File: src/rtl/uart_frame_tx_sequencer.sv
// Frame sequencer for a single uart_tx byte transmitter: 4-byte magic header,
// latched payload, CRC-16/CCITT-FALSE trailer, per-byte handshake and stall timeout.
module uart_frame_tx_sequencer #(
  parameter int          PAYLOAD_BYTES  = 16,
  parameter logic [31:0] MAGICNUMBER    = 32'hDABBAD00,
  parameter int          TIMEOUT_CYCLES = 4096
) (
  input  logic                       CLK,
  input  logic                       rst_n,
  input  logic                       frame_start,
  input  logic [8*PAYLOAD_BYTES-1:0] payload,
  input  logic                       abort,
  output logic                       busy,
  output logic                       tx_enable,
  output logic                       frame_done,
  output logic                       timeout_err,
  output logic                       tx_transmit,
  output logic [7:0]                 tx_byte,
  input  logic                       tx_active,
  input  logic                       tx_done,
  output logic [2:0]                 dbg_state
);

  localparam int TOTAL = PAYLOAD_BYTES + 6;
  localparam int IDX_W = $clog2(TOTAL);
  localparam int TMO_W = $clog2(TIMEOUT_CYCLES + 1);
  localparam logic [IDX_W-1:0] LAST_IDX  = IDX_W'(TOTAL - 1);
  localparam logic [IDX_W-1:0] PAY_FIRST = IDX_W'(4);
  localparam logic [IDX_W-1:0] PAY_END   = IDX_W'(PAYLOAD_BYTES + 4);
  // The counter is cleared in FIRE, one cycle after tx_transmit rises, so the
  // limit sits two below TIMEOUT_CYCLES to make timeout_err land exactly
  // TIMEOUT_CYCLES cycles after the transmit pulse.
  localparam logic [TMO_W-1:0] TMO_LIMIT = TMO_W'(TIMEOUT_CYCLES - 2);

  typedef enum logic [2:0] {
    S_IDLE = 3'd0,
    S_LOAD = 3'd1,
    S_FIRE = 3'd2,
    S_WAIT = 3'd3,
    S_DONE = 3'd4
  } state_t;

  state_t                     state;
  logic [IDX_W-1:0]           idx;
  logic [15:0]                crc;
  logic [TMO_W-1:0]           tmo_cnt;
  logic [8*PAYLOAD_BYTES-1:0] pl_q;

  logic [8*TOTAL-1:0]         frame_vec;
  logic [7:0]                 cur_byte;
  logic                       in_payload;

  function automatic logic [15:0] crc16_byte(input logic [15:0] c, input logic [7:0] d);
    logic [15:0] r;
    r = c ^ {d, 8'h00};
    for (int b = 0; b < 8; b++) begin
      r = r[15] ? ((r << 1) ^ 16'h1021) : (r << 1);
    end
    return r;
  endfunction

  // Byte k of the frame lives at frame_vec[8k +: 8]; header goes out MSB first.
  assign frame_vec = {crc[7:0], crc[15:8], pl_q,
                      MAGICNUMBER[7:0], MAGICNUMBER[15:8],
                      MAGICNUMBER[23:16], MAGICNUMBER[31:24]};
  assign cur_byte   = frame_vec[{idx, 3'b000} +: 8];
  assign in_payload = (idx >= PAY_FIRST) && (idx < PAY_END);
  assign dbg_state  = state;

  // uart_tx handshake: tx_byte is loaded only while tx_active=0, tx_transmit is
  // a single-cycle strobe with tx_byte already valid, and tx_byte then holds
  // until the matching one-cycle tx_done (or abort/timeout) ends the byte.
  always_ff @(posedge CLK or negedge rst_n) begin
    if (!rst_n) begin
      state       <= S_IDLE;
      idx         <= '0;
      crc         <= 16'hFFFF;
      tmo_cnt     <= '0;
      pl_q        <= '0;
      busy        <= 1'b0;
      tx_enable   <= 1'b0;
      frame_done  <= 1'b0;
      timeout_err <= 1'b0;
      tx_transmit <= 1'b0;
      tx_byte     <= 8'h00;
    end else begin
      frame_done  <= 1'b0;
      timeout_err <= 1'b0;
      tx_transmit <= 1'b0;
      if (abort && (state != S_IDLE)) begin
        state     <= S_IDLE;
        busy      <= 1'b0;
        tx_enable <= 1'b0;
      end else begin
        case (state)
          S_IDLE: begin
            if (frame_start) begin
              pl_q      <= payload;
              crc       <= 16'hFFFF;
              idx       <= '0;
              busy      <= 1'b1;
              tx_enable <= 1'b1;
              state     <= S_LOAD;
            end
          end
          S_LOAD: begin
            if (!tx_active) begin
              tx_byte     <= cur_byte;
              tx_transmit <= 1'b1;
              if (in_payload) crc <= crc16_byte(crc, cur_byte);
              state       <= S_FIRE;
            end
          end
          S_FIRE: begin
            tmo_cnt <= '0;
            state   <= S_WAIT;
          end
          S_WAIT: begin
            if (tx_done) begin
              if (idx == LAST_IDX) begin
                frame_done <= 1'b1;
                state      <= S_DONE;
              end else begin
                idx   <= idx + 1'b1;
                state <= S_LOAD;
              end
            end else if (tmo_cnt == TMO_LIMIT) begin
              timeout_err <= 1'b1;
              busy        <= 1'b0;
              tx_enable   <= 1'b0;
              state       <= S_IDLE;
            end else begin
              tmo_cnt <= tmo_cnt + 1'b1;
            end
          end
          S_DONE: begin
            busy      <= 1'b0;
            tx_enable <= 1'b0;
            state     <= S_IDLE;
          end
          default: state <= S_IDLE;
        endcase
      end
    end
  end

endmodule

File: config.mk
export PLATFORM = sky130hd
export DESIGN_NAME = uart_frame_tx_sequencer
export DESIGN_NICKNAME = d
export VERILOG_FILES = /design/src/rtl/uart_frame_tx_sequencer.sv
export SDC_FILE = /design/constraint.sdc
export NUM_CORES = 1
export LEC_CHECK = 0
export ABC_CLOCK_PERIOD_IN_PS = 3300
export CAP_MARGIN = 20
export CORE_MARGIN = 5
export CORE_UTILIZATION = 40
export DETAILED_ROUTE_END_ITERATION = 7
export GPL_TIMING_DRIVEN = 0
export PLACE_DENSITY = 0.64
export REMOVE_ABC_BUFFERS = 1
export SYNTH_ARGS = -nofsm -noshare
export SYNTH_HDL_FRONTEND = slang
export SYNTH_SLANG_ARGS = --single-unit
File: constraint.sdc
create_clock -name CLK -period 3.3 [get_ports CLK]
set_input_delay 0.825 -clock CLK [delete_from_list [all_inputs] [get_ports CLK]]
set_output_delay 0.825 -clock CLK [all_outputs]
set_load 0.01 [all_outputs]
==> results by group <==
Critical path
  – CP max stage cell: or4b_1
  – Slowest stage delay, CP: 0.81 ns
  – Kind of critical path: flip-flop to flip-flop
  – CP dominant cell by count: xor2_1
  – CP bufs+invs: 0
  – Critical path data required time: 3.65 ns
  – Critical path endpoint category: flip-flop
  – Max FO, Critical Path: 32
  – Data arrival time of the critical path: 3.41 ns
  – Delay-heaviest family, CP: simple AND/OR/NAND/NOR gates
  – Critical path cell sequence: or4b_1 -> o22ai_1 -> nor3_1 -> o21ai_1 -> xor2_1 -> xor3_1 -> xor2_1 -> o22a_1
  – Setup crit start kind: flip-flop

Clock tree
  – Cts bufs inserted: 17
  – Worst-Skew Late Latency: 0.42 ns
  – Clock Tree Buf Depth: 2
  – Root Buffer: clkbuf_16
  – CTS tree: built
  – Clk pin slew, worst setup/hold paths: 0.06 ns
  – Clk sinks: 177
  – Maximum level of the CTS H-tree: 4

Min path
  – Worst min path class: input port to asynchronous set/reset pin

Drt
  – 1st-iter DRT viols: 256
  – Via density: 5.254
  – 1st-pass router iterations: 5
  – Post-route DRC violation count: 0
  – Drt wl/cell: 18.47 um
  – Via count: 5669
  – Detail Route Antenna Nets: 0
  – Final wirelength: 19930 um

Place
  – Port bufs: 149
  – HPWL after detailed placement: 14150 um
  – Placed Cells: 1041
  – Place WS: -0.5053 ns
  – Placed cell area: 0.01038 sq mm
  – GPL Wtd Cong: 0.7823

Job
  – MaxCap Viol Count: 0

Floorplanning
  – Initial cell density of the core: 40.72%
  – Io pins: 150
  – Core ar.: 0.02102 sq mm
  – # rows: 53
  – Die area: 0.02442 sq mm
  – Die Ht: 156.3 um
  – Die Wd: 156.3 um

STA
  – Setup-failing EPs final: 0
  – Rel. slew slack: 32.76%
  – Fin. Hold Viols: 0
  – Achievable Freq: 326.6 MHz
  – Skew final: 0.01021 ns
  – Tcrit/Tclk final: 92.77%
  – Final min period: 3.061 ns
  – PnR worst setup slack: 0.2386 ns
  – RSZ-0062 raised after global routing: no
  – Max-slew violations: 0
  – Actual slew at the worst max-slew pin: 1.003 ns
  – Hold Slack: 0.3488 ns

Pwr
  – Leak: 0.004276 uW
  – PD cells: 786.1 mW/mm^2
  – Peak supply drop: 359.4 uV

Layout
  – Post-route cell area: 0.01107 sq mm
  – Final #Nets: 932
  – Area Growth Syn to Fin: 29.37%
  – N_diodes: 0
  – Post-route non-filler standard cell count: 1079
  – Layout cell share with drive strength beyond 1: 28.86%
  – Register Area: 0.004459 sq mm
  – Area of the multi-input gates: 0.003938 sq mm
  – Fillers: 1781

Logic synthesis
  – Fraction of registers with async set/reset: 100.0%
  – Post-synth EDFFs: 0
  – Register area share after synthesis: 51.98%
  – Mapped cell area: 0.008559 sq mm
  – Synth Register Bits: 177
  – Post-Synthesis Cells: 645
  – Yosys cell types: 63
  – Synthesis Warnings: 0
  – Syn Area/Cell: 13.27 sq um
  – Dominant synthesized flop cell: dfrtp_1

Status
  – Status: complete, no violations

Global route
  – Vias in the first global route: 6151
  – Largest net degree at the start of global routing: 112
  – Gr ovfl total: 0
  – First-pass GRT wire length: 32730 um
  – GRT Total Usage: 16.87%
  – Initial antenna violation count: 0
## cell usage after synthesis, types with 10 or more instances
master,instances,area [sq um]
nand2_1,14,52.55
nand3_1,12,60.06
dfstp_2,16,420.4
nor2_1,33,123.9
xor2_1,22,192.7
o22ai_1,11,68.82
dfrtp_1,161,4029
mux2_2,139,1565
o22a_1,19,166.4
xnor2_1,10,87.58
mux2i_1,56,560.5
clkbuf_1,23,86.33
## per-stage QoR
stage | setup TNS [ns] | util, % | power, uW
6_report | 0 | 52.68 | 8704
5_1_grt | 0 | 52.68 | 9275
4_1_cts | 0 | 52.47 | 8811
3_5_place_dp | -8.938 | 49.40 | 6798
3_3_place_gp | -2569.12 | 48.54 | 5736
2_1_floorplan | -1031.34 | - | 5676
## routing by layer
metal | up-vias | GRT usage (%) | wire length (um)
met2 | 120 | 27.78 | 9942
met5 | - | 0 | 0
met3 | 14 | 4.093 | 1043
met1 | 2884 | 22.56 | 8737
met4 | 0 | 4.215 | 202
li1 | 2651 | - | -
## report_power, final
group | internal [uW] | switching, uW
clock | 1110 | 853
combinational | 1820 | 1170
sequential | 3180 | 574
total | 6110 | 2600
## logic make-up after synthesis
group / share of synthesized area, %
multiplexers: 26.98
flip-flops: 51.98
AND/OR/NAND/NOR: 6.841
AO/OA/AOI/OAI: 6.037
buffers and inverters: 2.441
XOR/XNOR: 4.692
adder cells (fa/ha/maj): 1.023
## final timing paths
path	startpoint	endpoint	slack (ns)	depth (start not counted)
min	rst_n	pl_q[114]	0.35	1
max in group asynchronous	rst_n	idx[1]	2.01	2
min in group CLK	pl_q[69]	pl_q[69]	0.51	1
min reg2reg	pl_q[69]	pl_q[69]	0.51	1
max	idx[2]	crc[5]	0.24	8
max reg2reg	idx[2]	crc[5]	0.24	8
## flip-flops by register name, summed over array words and instances, names as in the netlist
signal       flops
pl_q           128
tx_enable        1
dbg_state        3
idx              5
crc             16
timeout_err      1
frame_done       1
tx_transmit      1
tx_byte          8
tmo_cnt         13
## layout by cell type, fill, tap and decap left out, drive strengths merged, types with 16 or more instances in the layout
master / instances
clkbuf: 21
dfrtp: 161
xor2: 25
o22a: 19
nor2: 33
mux2: 139
mux2i: 56
dfstp: 16
buf: 19
clkdlybuf4s50: 148
## cell type report
| cell class | instances | share of cell area (%) |
|---|---|---|
| flip-flops and latches | 177 | 40.27 |
| clock inverters | 11 | 0.9492 |
| well taps | 275 | 3.107 |
| inverters | 5 | 0.1695 |
| clock buffers | 21 | 4.249 |
| repair buffers | 167 | 15.69 |
| multi-input cells | 423 | 35.56 |
## worst reg2reg max path: stages (launching register included)
cell,delay [ns]
dfrtp_2,0.64
or4b_1,0.82
o22ai_1,0.29
nor3_1,0.09
o21ai_1,0.15
xor2_1,0.30
xor3_1,0.36
xor2_1,0.19
o22a_1,0.16
## what timing repair did
action	4_1_cts	5_1_grt
gates resized for setup	5	2
pin swaps	1	0
setup buffers	4	1
hold endpoints to repair	0	0
setup endpoints to repair	18	7
hold buffers	0	0
No activity file was read; power rests on OpenSTA's default activity.
